File: config.mk
export PLATFORM = sky130hd
export DESIGN_NAME = gf_const_mult_state
export DESIGN_NICKNAME = d
export VERILOG_FILES = /design/src/rtl/gf_const_mult_state.sv
export SDC_FILE = /design/constraint.sdc
export NUM_CORES = 1
export LEC_CHECK = 0
export CORE_MARGIN = 4
export CORE_UTILIZATION = 58
export DETAILED_ROUTE_END_ITERATION = 8
export PLACE_DENSITY_LB_ADDON = 0.08
export RECOVER_POWER = 100
export SYNTH_ARGS = -nofsm -noshare
export SYNTH_HDL_FRONTEND = slang
export SYNTH_SLANG_ARGS = --single-unit
File: constraint.sdc
create_clock -name clk -period 4.5 [get_ports clk]
set_input_delay 0.9 -clock clk [delete_from_list [all_inputs] [get_ports clk]]
set_output_delay 0.9 -clock clk [all_outputs]
set_load 0.1 [all_outputs]
File: src/rtl/gf_const_mult_state.sv
// Lane-wise GF(2^8) constant multiplier, MSB-first Horner, BITS_PER_CYCLE coefficient bits per clock.
// Optional macro GF_CONST_MULT_FASTPATH_EN: coefficients 0x00/0x01/0x02 complete at the accept edge.
//
// state | meaning
// IDLE  | waiting for a request, in_ready=1, out_data holds the last result
// RUN   | Horner steps, BITS_PER_CYCLE coefficient bits per cycle
// DONE  | out_valid=1 with a stable result until out_ready
module gf_const_mult_state #(
    parameter int          NUM_BYTES      = 16,
    parameter logic [7:0]  POLY           = 8'h1B,
    parameter int          BITS_PER_CYCLE = 1
) (
    input  logic                     clk,
    input  logic                     rst,
    input  logic                     in_valid,
    output logic                     in_ready,
    input  logic [8*NUM_BYTES-1:0]   in_data,
    input  logic [7:0]               in_coeff,
    output logic                     out_valid,
    input  logic                     out_ready,
    output logic [8*NUM_BYTES-1:0]   out_data
);

    localparam int W = 8 * NUM_BYTES;
    localparam int N = 8 / BITS_PER_CYCLE;

    generate
        if (!(BITS_PER_CYCLE == 1 || BITS_PER_CYCLE == 2 ||
              BITS_PER_CYCLE == 4 || BITS_PER_CYCLE == 8)) begin : g_bad_bpc
            $error("gf_const_mult_state: BITS_PER_CYCLE must be 1, 2, 4 or 8");
        end
    endgenerate

    typedef enum logic [1:0] {IDLE, RUN, DONE} state_t;

    state_t        state_q, state_d;
    logic [W-1:0]  opnd_q;
    logic [W-1:0]  acc_q;
    logic [W-1:0]  acc_step;
    logic [7:0]    coeff_q;
    logic [3:0]    step_q;
    logic          last_step;
    logic          fast_hit;
    logic [W-1:0]  fast_result;

    function automatic logic [7:0] xtime(input logic [7:0] a);
        return {a[6:0], 1'b0} ^ (a[7] ? POLY : 8'h00);
    endfunction

    assign last_step = (step_q == 4'(N - 1));

`ifdef GF_CONST_MULT_FASTPATH_EN
    assign fast_hit = (in_coeff <= 8'h02);

    always_comb begin
        fast_result = '0;
        for (int i = 0; i < NUM_BYTES; i++) begin
            case (in_coeff)
                8'h01:   fast_result[8*i +: 8] = in_data[8*i +: 8];
                8'h02:   fast_result[8*i +: 8] = xtime(in_data[8*i +: 8]);
                default: fast_result[8*i +: 8] = 8'h00;
            endcase
        end
    end
`else
    assign fast_hit    = 1'b0;
    assign fast_result = '0;
`endif

    // One RUN cycle: BITS_PER_CYCLE Horner steps, consuming coeff_q from its MSB.
    always_comb begin
        logic [7:0] lane;
        acc_step = acc_q;
        for (int b = 0; b < BITS_PER_CYCLE; b++) begin
            for (int i = 0; i < NUM_BYTES; i++) begin
                lane = xtime(acc_step[8*i +: 8]);
                if (coeff_q[7-b])
                    lane = lane ^ opnd_q[8*i +: 8];
                acc_step[8*i +: 8] = lane;
            end
        end
    end

    always_ff @(posedge clk) begin
        if (rst)
            state_q <= IDLE;
        else
            state_q <= state_d;
    end

    always_comb begin
        state_d = state_q;
        case (state_q)
            IDLE:    if (in_valid) state_d = fast_hit ? DONE : RUN;
            RUN:     if (last_step) state_d = DONE;
            DONE:    if (out_ready) state_d = IDLE;
            default: state_d = IDLE;
        endcase
    end

    always_comb begin
        in_ready  = (state_q == IDLE);
        out_valid = (state_q == DONE);
    end

    always_ff @(posedge clk) begin
        if (rst) begin
            opnd_q   <= '0;
            acc_q    <= '0;
            coeff_q  <= '0;
            step_q   <= '0;
            out_data <= '0;
        end else begin
            case (state_q)
                IDLE: begin
                    if (in_valid) begin
                        opnd_q  <= in_data;
                        coeff_q <= in_coeff;
                        acc_q   <= '0;
                        step_q  <= '0;
                        if (fast_hit)
                            out_data <= fast_result;
                    end
                end
                RUN: begin
                    acc_q   <= acc_step;
                    coeff_q <= coeff_q << BITS_PER_CYCLE;
                    step_q  <= step_q + 4'd1;
                    if (last_step)
                        out_data <= acc_step;
                end
                default: ;
            endcase
        end
    end

endmodule

==> results by stage <==
Route:
- The total length of routed wires is 48100 µm.
- The detailed-route vias per instance is 6.10.
- The average wire per cell in the routed design is 18.1 µm.
- The count of nets left with antenna violations once routing finished came out at 0.
- The detailed router finished its first iteration with 1431 violations.
- The final routed DRC violation total is 0.
- The detailed router placed around 16000 vias in this run.
- The pre-antenna-repair detailed-routing pass consisted of 5 iterations.

Place:
- At the placement stage, the worst setup path has a slack of 1.36 ns.
- The post-DP HPWL is 28200 µm.
- The placed cell count is ~2600.
- The quantity of I/O buffers inserted on ports is 269.
- Routability-driven placement finished with a final weighted congestion of 0.796.

Logic synthesis:
- By area the synthesized netlist is led by dfxtp_1, a21oi_1, nand2_1.
- The share of the Yosys chip area taken by registers is 0.461.
- The dominant cell type by area after synthesis is dfxtp_1.
- For this run, the leading register cell type out of synthesis is dfxtp_1.
- In this run, distinct cell masters in the synthesized netlist total 34.
- The total nets after synthesis is approximately 2300.
- The cell area after synthesis is roughly 17000 µm².
- The share of async-settable or async-resettable flops after synthesis is 0.
- The count of flip-flops with a built-in enable after synthesis is 0.
- A synthesized cell averages 8.13 µm².
- The share of synthesized area in the top cell type comes to 0.461.
- The number of storage elements in the synthesis netlist is 398.
- After synthesis, the most frequently instantiated cells are dfxtp_1, nand2_1, a21oi_1, clkbuf_1, xnor2_1.
- dfxtp_1 is the most common cell in the netlist.
- During synthesis, Yosys emitted a total of 0 warnings.
- Synthesis handed over a netlist of 2125 instances.

Setup path:
- For this design, the slowest cell found on the critical path is clkbuf_2.
- The largest single stage delay on the critical path is roughly 1.2 ns.
- In this run the worst path has a maximum fanout of 62.
- The cell family contributing the most delay on the critical path is buffers and inverters.
- The register-to-register path setup slack is 0.76 ns.
- The worst path arrival time is between 4 and 5 ns.
- The launching element type of the critical path is a primary input.
- The worst setup path startpoint is in_valid.
- The worst setup path is captured at a register.
- Walking the worst path, the cells encountered are dlygate4sd3_1 > or3b_1 > clkbuf_2 > nand3_1 > a21oi_1.
- Data on the critical path is required at its endpoint by just under 5 ns.
- The classification of the worst setup path is primary input to register.
- The beginning of the worst register-to-register path is step_q[0].
- The critical path contains buffers and inverters numbering 2 combined.

Floorplanning:
- The floorplan step set the die width to 181 µm.
- The die covers between 30000 and 40000 µm².
- Measured along the y axis, the die boundary spans 181 µm.
- The number of rows in the core area is 62.
- The initial utilization of the core area, before any placement, comes to 0.596.
- In this run the count of I/O pins placed on the die edge is 270.
- After floorplanning, the core was sized to cover 29000 µm².

Clock network:
- CTS saw 398 sinks.
- The number of hold buffers added after CTS was 0.
- Counting the buffers created by CTS gives 41.
- The post-CTS setup buffer count is 0.
- The clock network latency to the later pin of the worst-skew pair is 0.52 ns.
- The count of H-tree levels built during CTS is 2.
- Clock-pin slew was measured on the worst setup and hold paths at 0.06 ns.
- TritonCTS built the clock tree.
- Once the clock tree was built, the resizer swapped 0 gates to a different size.
- The buffer type at the clock tree root is clkbuf_16.
- The maximum buffer depth of the clock tree is 3.

STA:
- The final worst-path cycle share is 0.839.
- The clock tree skew after final layout is 0.00984 ns.
- The fmax is 0.265 GHz.
- The setup-violating endpoint count in the final report is 0.
- Counting I/O delays and the setup requirement, the final critical path takes 3.77 ns.
- The actual slew at the worst max-slew pin is 1.74 ns.
- Setup repair after global routing left no endpoint under its margin.
- Adding up every negative setup slack in the final design gives 0 ns.
- The worst setup margin is 0.726 ns.
- The number of hold violations in the final report is 0.
- Measured against its own limit, the worst slew margin works out to -0.163.
- The number of slew-limit violations in the final report was 23.

Outcome:
- The final reports fail on capacitance limit, slew limit.
- The flow ran to the end, but the final reports show violations.

GRT:
- The initial antenna violation count is 2.
- The wire length of the first global-routing pass is 77900 µm.
- The overall overflow remaining after global route is 0.
- The number of global-route vias before repair is about 15000.
- The overall fraction of global-route tracks in use is 0.279.
- Entering global routing, the biggest net connects 260 pins.

Power:
- The portion of total power attributed to combinational logic is 0.087.
- Power comes to 7.57 mW.
- The standby leakage power is roughly 7.4 nW.
- Dividing total power by cell area gives a power density of approximately 360 nW/µm².
- Of the total power, the share spent switching nets is 0.243.
- Internal power comes to 5.74 mW.
- Of the total power, registers draw 0.489.
- The largest voltage drop on the vdd net is a little over 0.3 mV.
- In this run the power spent charging and discharging nets is around 1.8 mW.
- The clock share of power is 0.424.

Hold path:
- In this run the worst hold path is classified as register to register.
- The critical hold path startpoint is opnd_q[124].

Finish:
- The fraction of layout instances using a drive strength above 1 is 0.0388.
- The number of nets in the finished design is 2388.
- The filler cell count is approximately 2300.
- The synthesis-to-finish area growth is 21.8%.
- Once layout is complete, the cells apart from fillers number 2655.

Run:
- The number of maximum-capacitance constraint violations is 1.
-- sequential cells by signal, indices dropped and copies added, names as in the netlist --
signal and cells:
out_data 128, coeff_q 8, state_q 2, step_q 4, opnd_q 128, acc_q 128
-- layout make-up --
class                           count  area (µm²)  share of cell area
Inverter                            2        7.51            0.000357
Clock inverter                      4        45.0             0.00214
Timing Repair Buffer              289        2880               0.137
Antenna cell                        2        5.00            0.000238
Clock buffer                       61        1200              0.0570
Sequential cell                   398        7970               0.379
Multi-Input combinational cell   1515        8460               0.402
Tap cell                          384         480              0.0228
-- stage by stage --
step | utilization | cell area (µm²) | hold slack, ns
global route | 0.726 | 21100 | 0.480
floorplan | - | 17300 | 0.436
finish | 0.726 | 21100 | 0.459
CTS | 0.728 | 21100 | 0.455
detailed placement | 0.685 | 19900 | 0.448
global placement | 0.685 | 19900 | 0.446
-- cell families after synthesis --
family | count (synthesis) | synth area share
adders and majority gates | 1 | 0.000724
DFF | 398 | 0.461
and+or+nand+nor | 849 | 0.252
AOI/OAI and AO/OA | 569 | 0.187
buffers and inverters | 212 | 0.0507
xor gates and xnor gates | 96 | 0.0486
-- worst min-delay path: cells and delay by family (launching register included) --
kind / cells / cell delay [ns]
compound gates: 1 / 0.05
simple gates: 1 / 0.05
flops: 1 / 0.31
-- power by group through the flow --
stage	Combinational [mW]	Clock, mW	Sequential [mW]
after floorplan	0.441	0	3.73
after global placement	0.645	0	3.77
after detailed placement	0.656	0	3.78
after CTS	0.659	3.25	3.70
after global routing	0.715	3.37	3.72
final	0.659	3.21	3.70
-- worst paths after layout --
path	depth (start not counted)	end
min	2	opnd_q[124]
max	5	acc_q[14]
max reg2reg	6	out_data[36]
min reg2reg	2	opnd_q[124]
-- layout by cell type, fill, tap and decap left out, drive strengths merged, types with 9 or more instances in the layout --
master / count
dfxtp: 398
a21oi: 300
clkbuf: 66
dlygate4sd3: 131
nor3: 80
buf: 16
a21boi: 80
nand3b: 49
clkdlybuf4s50: 137
o21ai: 81
nand4: 47
and3b: 81
nand2: 391
nor2: 13
xnor2: 94
nor2b: 9
nor4: 80
o22ai: 48
a31oi: 47
nand3: 92
-- per-layer routing --
metal  up-vias  global-route usage  part of all wire
li1       7766                   -                 -
met1      7734               0.370              0.43
met2       589               0.461              0.47
met3       116              0.0458             0.068
met4         0               0.101             0.035
met5         -                   0                 0
Power figures use the tool's default switching activity.
